File: config.mk
export PLATFORM = sky130hd
export DESIGN_NAME = uart_tx_sched_flat
export DESIGN_NICKNAME = d
export VERILOG_FILES = /design/src/rtl/uart_tx_sched_pkg.sv /design/src/rtl/uart_tx_sched_if.sv /design/src/rtl/uart_tx_sched_rr_arbiter.sv /design/src/rtl/uart_tx_sched.sv /design/src/flat_wrapper.sv
export SDC_FILE = /design/constraint.sdc
export NUM_CORES = 1
export LEC_CHECK = 0
export CELL_PAD_IN_SITES_DETAIL_PLACEMENT = 2
export CELL_PAD_IN_SITES_GLOBAL_PLACEMENT = 2
export CORE_MARGIN = 1.5
export CORE_UTILIZATION = 23
export DETAILED_ROUTE_END_ITERATION = 10
export PLACE_DENSITY_LB_ADDON = 0.1
export REMOVE_ABC_BUFFERS = 1
export SLEW_MARGIN = 25
export SYNTH_ARGS = -nofsm -noshare
export SYNTH_HDL_FRONTEND = slang
export SYNTH_SLANG_ARGS = --single-unit
File: constraint.sdc
create_clock -name clk -period 1.6 [get_ports clk]
set_clock_uncertainty 0.1 [all_clocks]
set_input_delay 0.32 -clock clk [delete_from_list [all_inputs] [get_ports clk]]
set_output_delay 0.32 -clock clk [all_outputs]
set_load 0.01 [all_outputs]
File: src/rtl/uart_tx_sched_pkg.sv
// uart_tx_sched_pkg: shared states, constants and index helper for the UART transmit scheduler
package uart_tx_sched_pkg;
  localparam int UART_FRAME_BITS = 10;
  localparam int DEF_TIMEOUT_CYCLES = 16384;
  typedef enum logic [2:0] {
    ST_IDLE  = 3'b001,
    ST_START = 3'b010,
    ST_WAIT  = 3'b100
  } state_t;
  function automatic int rr_idx(input int last, input int step, input int n);
    return (last + step) % n;
  endfunction
endpackage

File: src/rtl/uart_tx_sched_if.sv
// uart_tx_sched_if: producer and uart_tx side signals of the transmit scheduler
interface uart_tx_sched_if #(
  parameter int NUM_REQ = 4,
  parameter int ID_W = 2
);
  logic [NUM_REQ-1:0] req;
  logic [8*NUM_REQ-1:0] data;
  logic [NUM_REQ-1:0] ack;
  logic tx_start;
  logic [7:0] tx_data;
  logic tx_busy;
  logic tx_done;
  logic [ID_W-1:0] grant_id;
  logic busy;
  logic err;
  modport master(output req, data, tx_busy, tx_done, input ack, tx_start, tx_data, grant_id, busy, err);
  modport slave(input req, data, tx_busy, tx_done, output ack, tx_start, tx_data, grant_id, busy, err);
endinterface

File: src/rtl/uart_tx_sched_rr_arbiter.sv
// rr_arbiter: combinational round-robin pick, searching upward from last+1 with wrap
module rr_arbiter
  import uart_tx_sched_pkg::*;
#(
  parameter int NUM_REQ = 4,
  parameter int ID_W = 2
) (
  input  logic [NUM_REQ-1:0] req,
  input  logic [ID_W-1:0]    last,
  output logic [ID_W-1:0]    grant,
  output logic               any_req
);
  logic [ID_W-1:0] idx;
  // Walk from the farthest candidate back to last+1 so the nearest set request wins
  always_comb begin
    grant = last;
    idx = last;
    for (int i = NUM_REQ; i >= 1; i--) begin
      idx = ID_W'(rr_idx(32'(last), i, NUM_REQ));
      grant = req[idx] ? idx : grant;
    end
  end
  assign any_req = |req;
endmodule

File: src/rtl/uart_tx_sched.sv
// uart_tx_sched: round-robin scheduler sharing one uart_tx among several byte producers
module uart_tx_sched
  import uart_tx_sched_pkg::*;
#(
  parameter int NUM_REQ = 4,
  parameter int ID_W = 2,
  parameter int TIMEOUT_CYCLES = DEF_TIMEOUT_CYCLES,
  parameter int TIMEOUT_W = 15
) (
  input logic clk,
  input logic rst,
  uart_tx_sched_if.slave bus
);
  state_t state, state_nx;
  logic [ID_W-1:0] last, pick;
  logic [TIMEOUT_W-1:0] wd;
  logic any_req, grant_ok, timeout;
  rr_arbiter #(.NUM_REQ(NUM_REQ), .ID_W(ID_W)) u_arb (
    .req(bus.req),
    .last(last),
    .grant(pick),
    .any_req(any_req)
  );
  // uart_tx is not reset with us, so a frame still in flight must block the next grant
  assign grant_ok = any_req && !bus.tx_busy;
  assign timeout = wd == TIMEOUT_W'(TIMEOUT_CYCLES - 1);
  always_comb begin
    state_nx = ST_IDLE;
    case (state)
      ST_IDLE:  state_nx = grant_ok ? ST_START : ST_IDLE;
      ST_START: state_nx = ST_WAIT;
      ST_WAIT:  state_nx = (bus.tx_done || timeout) ? ST_IDLE : ST_WAIT;
      default:  state_nx = ST_IDLE;
    endcase
  end
  assign bus.tx_start = !rst && state == ST_START;
  assign bus.ack = bus.tx_start ? NUM_REQ'(1) << bus.grant_id : '0;
  assign bus.err = !rst && state == ST_WAIT && timeout && !bus.tx_done;
  assign bus.busy = !rst && state != ST_IDLE;
  always_ff @(posedge clk) begin
    if (rst) begin
      state <= ST_IDLE;
      last <= ID_W'(NUM_REQ - 1);
      wd <= '0;
      bus.grant_id <= '0;
      bus.tx_data <= '0;
    end else begin
      state <= state_nx;
      wd <= state == ST_WAIT ? wd + 1'b1 : '0;
      if (state == ST_IDLE && grant_ok) begin
        bus.grant_id <= pick;
        last <= pick;
        bus.tx_data <= bus.data[8*pick +: 8];
      end
    end
  end
endmodule
File: src/flat_wrapper.sv
// flat-port wrapper written by rule: the top's interface ports become plain ports
module uart_tx_sched_flat import uart_tx_sched_pkg::*;
#(
  parameter int NUM_REQ = 4,
  parameter int ID_W = 2,
  parameter int TIMEOUT_CYCLES = DEF_TIMEOUT_CYCLES,
  parameter int TIMEOUT_W = 15
)
  (clk, rst, bus_req, bus_data, bus_tx_busy, bus_tx_done, bus_ack, bus_tx_start, bus_tx_data, bus_grant_id, bus_busy, bus_err);
  uart_tx_sched_if #(.NUM_REQ(NUM_REQ), .ID_W(ID_W)) bus_i ();
  input logic clk;
  input logic rst;
  input wire logic [$bits(bus_i.req)-1:0] bus_req;
  input wire logic [$bits(bus_i.data)-1:0] bus_data;
  input wire logic [$bits(bus_i.tx_busy)-1:0] bus_tx_busy;
  input wire logic [$bits(bus_i.tx_done)-1:0] bus_tx_done;
  output wire logic [$bits(bus_i.ack)-1:0] bus_ack;
  output wire logic [$bits(bus_i.tx_start)-1:0] bus_tx_start;
  output wire logic [$bits(bus_i.tx_data)-1:0] bus_tx_data;
  output wire logic [$bits(bus_i.grant_id)-1:0] bus_grant_id;
  output wire logic [$bits(bus_i.busy)-1:0] bus_busy;
  output wire logic [$bits(bus_i.err)-1:0] bus_err;
  assign bus_i.req = bus_req;
  assign bus_i.data = bus_data;
  assign bus_i.tx_busy = bus_tx_busy;
  assign bus_i.tx_done = bus_tx_done;
  assign bus_ack = bus_i.ack;
  assign bus_tx_start = bus_i.tx_start;
  assign bus_tx_data = bus_i.tx_data;
  assign bus_grant_id = bus_i.grant_id;
  assign bus_busy = bus_i.busy;
  assign bus_err = bus_i.err;
  uart_tx_sched #(.NUM_REQ(NUM_REQ), .ID_W(ID_W), .TIMEOUT_CYCLES(TIMEOUT_CYCLES), .TIMEOUT_W(TIMEOUT_W)) u_core (.clk(clk), .rst(rst), .bus(bus_i));
endmodule
# Word level (Yosys, flattened, before mapping)
# Cells that the tools add are included.
# word_totals
ff_bits,30
wordCells,51
out_inout_bits,17
input_bits,40
# op_classes
add_sub_neg,5
order_cmp,4
shift,2
reduce_logical,13
eq_ne,5
n_bitwise,1
n_mux,16
# op_table
op,count
$shiftx A32 B6 Y8,1
$add A15 B1 Y15 const B,1
$eq A15 B14 Y1 const B,1
$lt A2 B3 Y1 const B,4
$mux W2,5
$pmux W3 S3,1
$bmux W1 S2,4
$logic_and A1 B1 Y1,7
$add A2 B1 Y2 const B,2
$add A2 B2 Y2 const B,2
$mux W1,4
$mux W4,1
$reduce_or A4 Y1,1
$shl A1 B2 Y4 const A,1
$eq A3 B1 Y1 const B,1
$eq A3 B2 Y1 const B,1
$eq A3 B3 Y1 const B,1
$logic_not A1 Y1,3
$mux W3,1
$ne A3 B1 Y1 const B,1
$reduce_or A2 Y1,1
$logic_or A1 B1 Y1,1
$not A1 Y1,1

# Depth between registers and ports, before layout
# Gate-level depths: netlist (run 1).
# logic_depth
ltp_word,8
ltp_mapped,6
mapped_depth_nobuf,6

# Hierarchy
# From an unflattened synthesis (run 1), not the netlist that was laid out.
# hier_totals
hier_cells,176
hier_area_um2,1590.3
# by_module_without_submodules
module,area_per_inst_um2,cells_per_inst,instances,seq_area_each_um2
uart_tx_sched,1507.7,162,1,600.6
rr_arbiter,82.6,14,1,0.0

# Worst setup path before layout (run 1)
# No wires, ideal clock.
# synth_path
kind,reg-to-output
from,register u_core.wd[0]
to,output port bus_err
path_buffers,0
required_time_ns,1.180
arrival_ns,1.376
slack_ns,-0.196
path_stages_with_launch,6
cell_sequence,dfxtp_1 -> ha_1 -> nand4_2 -> nor3_4 -> nand2_1 -> nor3_1
# synth_between
elab_chain_cells,3
# synth_rtl
element,line,source
"start, declared",uart_tx_sched.sv:16,logic [TIMEOUT_W-1:0] wd;
"start signal, assigned",uart_tx_sched.sv:49,wd <= state == ST_WAIT ? wd + 1'b1 : '0;
$eq A15 B14 Y1,uart_tx_sched.sv:26,assign timeout = wd == TIMEOUT_W'(TIMEOUT_CYCLES - 1);
$logic_and A1 B1 Y1 (2 in series),uart_tx_sched.sv:38,assign bus.err = !rst && state == ST_WAIT && timeout && !bus.tx_done;
"end, declared",flat_wrapper.sv:22,output wire logic [$bits(bus_i.err)-1:0] bus_err;
# Every way passes these cells.

# Final worst setup path (run 1)
# layout_path
from,register u_core.wd[1]
to,output port bus_err
# Same word-level chain as after synthesis.

==> impl_metrics.yaml, run 1 <==
synth:
  post-synth-top-count-cell: "dfxtp_1"
  synth_xor_area_share_pct: 5.27
  netlist_area_um2: 1660
  synth.top_cells.by_count: "30 x dfxtp_1, 21 x nor2_1, 14 x and3_1"
  synth_ff_type: "dfxtp_1"
  synthArstFlopShare_pct: 0
  yosys.cell_types.count: 41
  synth_edf_count: 0
  synth.area.mux_share_pct: 0
  yosys.area.top_type: "dfxtp_1"
  synth_top_family_by_area: "simple AND/OR/NAND/NOR gates"
  synthTopCellsByArea: "dfxtp_1 36%, a211oi_1 5.9%, and3_1 5.3%, nor2_1 4.7%, nand3_1 3.9%"
  ys_ff_latch: 30
  synth-compound-area-share_pct: 20.2
  synth_fa_ha_area_share_pct: 0.752
  synthSimpleGateAreaFrac_pct: 33.3
  synth_area_per_cell_um2: 8.75
  syn_inst: 190
  synth_top_cell_area_share_pct: 36.1
  yosys_warnings: 0
  yosysSeqAreaShare_pct: 36.1
timing:
  timing.final.ws_setup_ps: -238
  setup_tns_ps: -345
  slew_headroom_pct: 80.0
  slew_viol_final: 0
  whs_ps: 376
  worst_slew_pin_slew_ps: 298
  rsz0062_at_grt: "yes"
  setup_violations: 6
  hold_violations: 0
  max_freq_mhz: 544
  period_minus_slack_ps: 1840
  finalCritPeriodShare_pct: 115
floorplan:
  dieHeight_um: 88.0
  core_area_um2: 6910
  io_pins: 57
  initial_core_util_pct: 24.1
  dieArea_um2: 7750
  rows: 30
  die_w_um: 88.0
drt:
  drc: 0
  drtAntennaViolNets: 0
  vias: 1865
  routedWlPerCell_um: 16.5
  drtPass1Iterations: 4
  drt-total-wl_um: 6480
  drtIter0Drc: 37
  avgViaCountPerCell: 4.73
setup_path:
  crit_fanout: 2
  crit_type: "reg2out"
  crit_family: "simple AND/OR/NAND/NOR gates"
  required_ps: 1180
  path_cells: "ha_4 -> nand4_4 -> nor3_4 -> nand2_1 -> nor3_2 -> buf_2"
  end_kind: "output pin"
  cp-start-kind: "register"
  slowest_stage: "dfxtp_2"
  path_buf_inv: 1
  arrival_ps: 1420
  max_stage_delay_ps: 350
hold_path:
  hp-class: "reg2reg"
clock_tree:
  cts_max_path_buffers: 2
  cts.clk_slew.worst_paths_ps: 70
  cts_sinks: 30
  cts_tree: "done"
  clk-insertion-delay-late_ps: 280
  clock-root-buffer: "clkbuf_8"
  cts_max_level: 2
  cts.hold.buffers_added: 0
  cts_buffers: 5
layout:
  fillerInstances: 778
  fin_cells: 394
  nNetsFinal: 340
  multi_input_comb_area_um2: 1210
  seqCellArea_um2: 626
  area_growth_pct: 80.4
  drive_gt1_share_pct: 43.3
  utilization_pct: 43.4
  n_antenna_cell: 0
  fin_area_um2: 3000
job:
  maxCapViolCount: 0
global_route:
  antenna_found_initial: 0
  grt_max_degree: 18
  grtUsageTotal_pct: 17.0
  grt_pass1_vias: 2090
  grt_overflow: 0
  grt_pass1_wl_um: 10100
pwr:
  power_density_nw_per_um2: 695
  p_leak_nw: 1.29
  pwr-share-seq_pct: 38.9
  p_sw_uw: 630
  power_mw: 2.09
  peakVddDrop_mv: 0.325
  combPwrFrac_pct: 31.0
  p_int_mw: 1.46
  power.share.clock_pct: 30.1
  switching_share_pct: 30.2
place:
  place.detailed.hpwl_um: 4620
  gp_congestion: 0.739
  io_buffers: 56
  dp_slack_ps: -698
  placed_area_um2: 2640
  dp.cells: 382
run_status:
  outcome: "finished with violations"
  violations: "negative setup slack"
[metal layers]
layer / track usage (%) / routed length (um)
met1: 20.9 / 2840
met2: 30.0 / 3350
met3: 3.11 / 213
met4: 5.54 / 82
met5: 0 / 0
[flip-flops by register name (all words and copies together) (netlist names)]
register,cells
u_core.last,2
u_core.bus.grant_id,2
u_core.state,3
u_core.bus.tx_data,8
u_core.wd,15
[layout make-up]
class | count | share of cell area (%)
Multi-Input combinational cell | 148 | 40.3
Inverter | 5 | 0.626
Tap cell | 96 | 4.00
Timing Repair Buffer | 109 | 31.5
Clock buffer | 6 | 2.75
Sequential cell | 30 | 20.9
[power by group through the flow]
stage	clock network, mW	logic, mW	registers (mW)
after floorplan	0	0.222	0.841
after global placement	0	0.552	0.827
after detailed placement	0	0.562	0.828
after CTS	0.659	0.589	0.813
after global routing	0.693	0.698	0.816
final	0.628	0.646	0.812
[worst min-delay path, delay by kind of cell, from the launching register on]
family,cells,cell delay (ps)
AOI/OAI and AO/OA,1,60
and+or+nand+nor,1,60
DFF,1,310
[repair_timing]
action	4_1_cts	5_1_grt
gates resized for setup	77	32
pin swaps	13	9
hold endpoints to repair	0	0
buffers inserted	4	1
gates cloned	0	1
setup endpoints to repair	35	24
[path summary, 6_finish.rpt]
path / to / depth (start not counted) / startpoint / slack (ps)
setup / recovery: bus_err / 6 / u_core.wd[1] / -240
hold / removal: u_core.bus.tx_data[1] / 2 / u_core.bus.tx_data[1] / 380
setup reg to reg: u_core.wd[9] / 7 / u_core.wd[2] / -10
hold reg to reg: u_core.bus.tx_data[1] / 2 / u_core.bus.tx_data[1] / 380
[kinds of logic after synthesis]
family | after synthesis
compound gates | 42
xor+xnor | 10
fa+ha+maj | 1
buf+inv | 12
flops | 30
simple gates | 95
[cell usage in the layout (no fill, tap or decap), types with 4 or more instances in the layout]
| cell | count |
|---|---|
| dfxtp_4 | 4 |
| dlygate4sd2_1 | 11 |
| a211oi_2 | 12 |
| o31ai_2 | 4 |
| clkdlybuf4s50_1 | 34 |
| nand2_1 | 9 |
| a21oi_1 | 6 |
| and3_2 | 5 |
| buf_6 | 7 |
| inv_1 | 5 |
| nor2_1 | 19 |
| xor2_1 | 6 |
| nand3_1 | 12 |
| and3_1 | 12 |
| dfxtp_2 | 8 |
| buf_2 | 6 |
| dfxtp_1 | 18 |
| o21ai_0 | 4 |
| xnor2_1 | 4 |
| clkbuf_8 | 6 |
| buf_4 | 46 |
Note: power is estimated with default switching activity, not from simulation.
==> run 2: changes to the inputs <==
- GPL_TIMING_DRIVEN: not set -> 0
==> run 2 against run 1 <==
The flow still finishes with violations (negative setup slack). Register-to-register slack got worse by 120 ps. Worst hold slack got worse by 49 ps. Clock-buffer cell count is the same. Highest routed layer unchanged. Total power fell by 2.8%. Largest cell class unchanged.
==> impl_metrics.yaml, run 2 (same netlist as run 1, synthesis figures left out) <==
timing:
  whs_ps: 326
  rsz0062_at_grt: "yes"
  worst_slew_pin_slew_ps: 494
  finalCritPeriodShare_pct: 116
  setup_violations: 8
  max_freq_mhz: 539
  hold_violations: 0
  timing.final.ws_setup_ps: -255
  slew_viol_final: 0
  period_minus_slack_ps: 1860
  slew_headroom_pct: 67.0
setup_path:
  arrival_ps: 1440
  max_stage_delay_ps: 360
  required_ps: 1180
  end_kind: "output pin"
  crit_fanout: 2
  crit_type: "reg2out"
  cp-start-kind: "register"
  slowest_stage: "dfxtp_4"
  path_cells: "ha_4 -> nand4_4 -> nor3_4 -> nand2_1 -> nor3_2 -> buf_2"
floorplan:
  core_area_um2: 6910
  rows: 30
  die_w_um: 88.0
  dieHeight_um: 88.0
  initial_core_util_pct: 24.1
  dieArea_um2: 7750
  io_pins: 57
global_route:
  grt_pass1_vias: 1928
  grt_max_degree: 18
  antenna_found_initial: 0
  grt_overflow: 0
  grtUsageTotal_pct: 16.1
  grt_pass1_wl_um: 9470
pwr:
  power_density_nw_per_um2: 728
  switching_share_pct: 29.2
  combPwrFrac_pct: 30.5
  power_mw: 2.03
  power.share.clock_pct: 29.2
  p_leak_nw: 1.16
  p_int_mw: 1.44
  pwr-share-seq_pct: 40.3
  peakVddDrop_mv: 0.250
  p_sw_uw: 591
clock_tree:
  cts_buffers: 5
  cts.hold.buffers_added: 0
  clk-insertion-delay-late_ps: 270
  clock-root-buffer: "clkbuf_8"
  cts.clk_slew.worst_paths_ps: 60
  cts_max_level: 2
  cts_sinks: 30
  cts_max_path_buffers: 2
  cts_tree: "done"
layout:
  reg_top3: "u_core.wd: 15 flops, u_core.bus.tx_data: 8 flops, u_core.state: 3 flops"
  n_antenna_cell: 0
  largest_reg_flops: 15
  area_growth_pct: 67.4
  utilization_pct: 40.3
  fillerInstances: 790
  regMostFlops: "u_core.wd"
  final_cell_mix: "36 x clkdlybuf4s50_1, 19 x nor2_1, 16 x dfxtp_1"
  layout_commonest_cell: "clkdlybuf4s50_1"
  drive_gt1_share_pct: 39.1
  nNetsFinal: 308
drt:
  drtIter0Drc: 72
  routedWlPerCell_um: 17.5
  drtPass1Iterations: 3
  drt-total-wl_um: 6320
  vias: 1721
  drtAntennaViolNets: 0
  avgViaCountPerCell: 4.75
  drc: 0
job:
  maxCapViolCount: 0
run_status:
  outcome: "finished with violations"
  violations: "negative setup slack"
place:
  place.detailed.hpwl_um: 3930
  io_buffers: 56
  dp_slack_ps: -1340
  gp_congestion: 0.691
hold_path:
  hp-class: "in2reg"
-- run 2: cell types whose count changed in the layout (fill, tap and decap cells not counted), sizes merged --
cell,change
clkdlybuf4s50,+2
dlymetal6s2s,+3
clkdlybuf4s15,+2
dlygate4sd2,-7
buf,-32
-- run 2: path summary, 6_finish.rpt --
kind | from | endpoint | slack (ps) | cells past startpoint
worst max register to register | u_core.wd[1] | u_core.state[0] | -130 | 8
worst min register to register | u_core.state[0] | u_core.state[2] | 370 | 1
worst max-delay path | u_core.wd[1] | bus_err | -260 | 6
worst min-delay path | rst | u_core.bus.grant_id[1] | 330 | 2
-- run 2: area by class of cell --
class                           count  area (um^2)  area share (%)
Inverter                            5         18.8           0.674
Multi-Input combinational cell    148         1210            43.4
Tap cell                           96          120            4.31
Clock buffer                        6         82.6            2.97
Sequential cell                    30          631            22.7
Timing Repair Buffer               77          723            26.0
-- run 2: through the flow --
| stage | TNS [ps] | std cells | instance area (um^2) |
|---|---|---|---|
| 3_5_place_dp | -21660 | 335 | 2290 |
| 4_1_cts | -717 | 358 | 2620 |
| 2_1_floorplan | -196 | 183 | 1610 |
| 3_3_place_gp | -20920 | 335 | 2290 |
| 5_1_grt | -1670 | 362 | 2780 |
| 6_report | -626 | 362 | 2780 |
-- run 2: what timing repair did --
item,4_1_cts,5_1_grt
pin swaps,12,26
setup endpoints to repair,39,28
setup buffers,15,6
gates resized for setup,78,40
gates cloned,2,0
-- run 2: critical path: cells and delay by family (launching register included) --
| family | cells | cell delay, ps |
|---|---|---|
| fa+ha+maj | 1 | 150 |
| simple gates | 4 | 500 |
| buf+inv | 1 | 150 |
| flops | 1 | 360 |
-- run 2: power groups by stage --
stage / Clock (mW) / Sequential [mW] / Combinational, mW
2_1_floorplan: 0 / 0.841 / 0.222
3_3_place_gp: 0 / 0.834 / 0.470
3_5_place_dp: 0 / 0.834 / 0.474
4_1_cts: 0.624 / 0.818 / 0.561
5_1_grt: 0.665 / 0.823 / 0.663
6_report: 0.592 / 0.818 / 0.618
-- run 2: per-layer routing --
layer | up-vias | global-route usage, % | wire [um]
li1 | 838 | - | -
met1 | 837 | 19.3 | 2670
met2 | 38 | 28.2 | 3300
met3 | 8 | 4.15 | 227
met4 | 0 | 4.97 | 116
met5 | - | 0 | 0
==> run 3: changes to the inputs <==
- SLEW_MARGIN: 25 -> not set
==> results of run 3 <==
The final DEF is identical to that of run 2; final timing and power are the same.
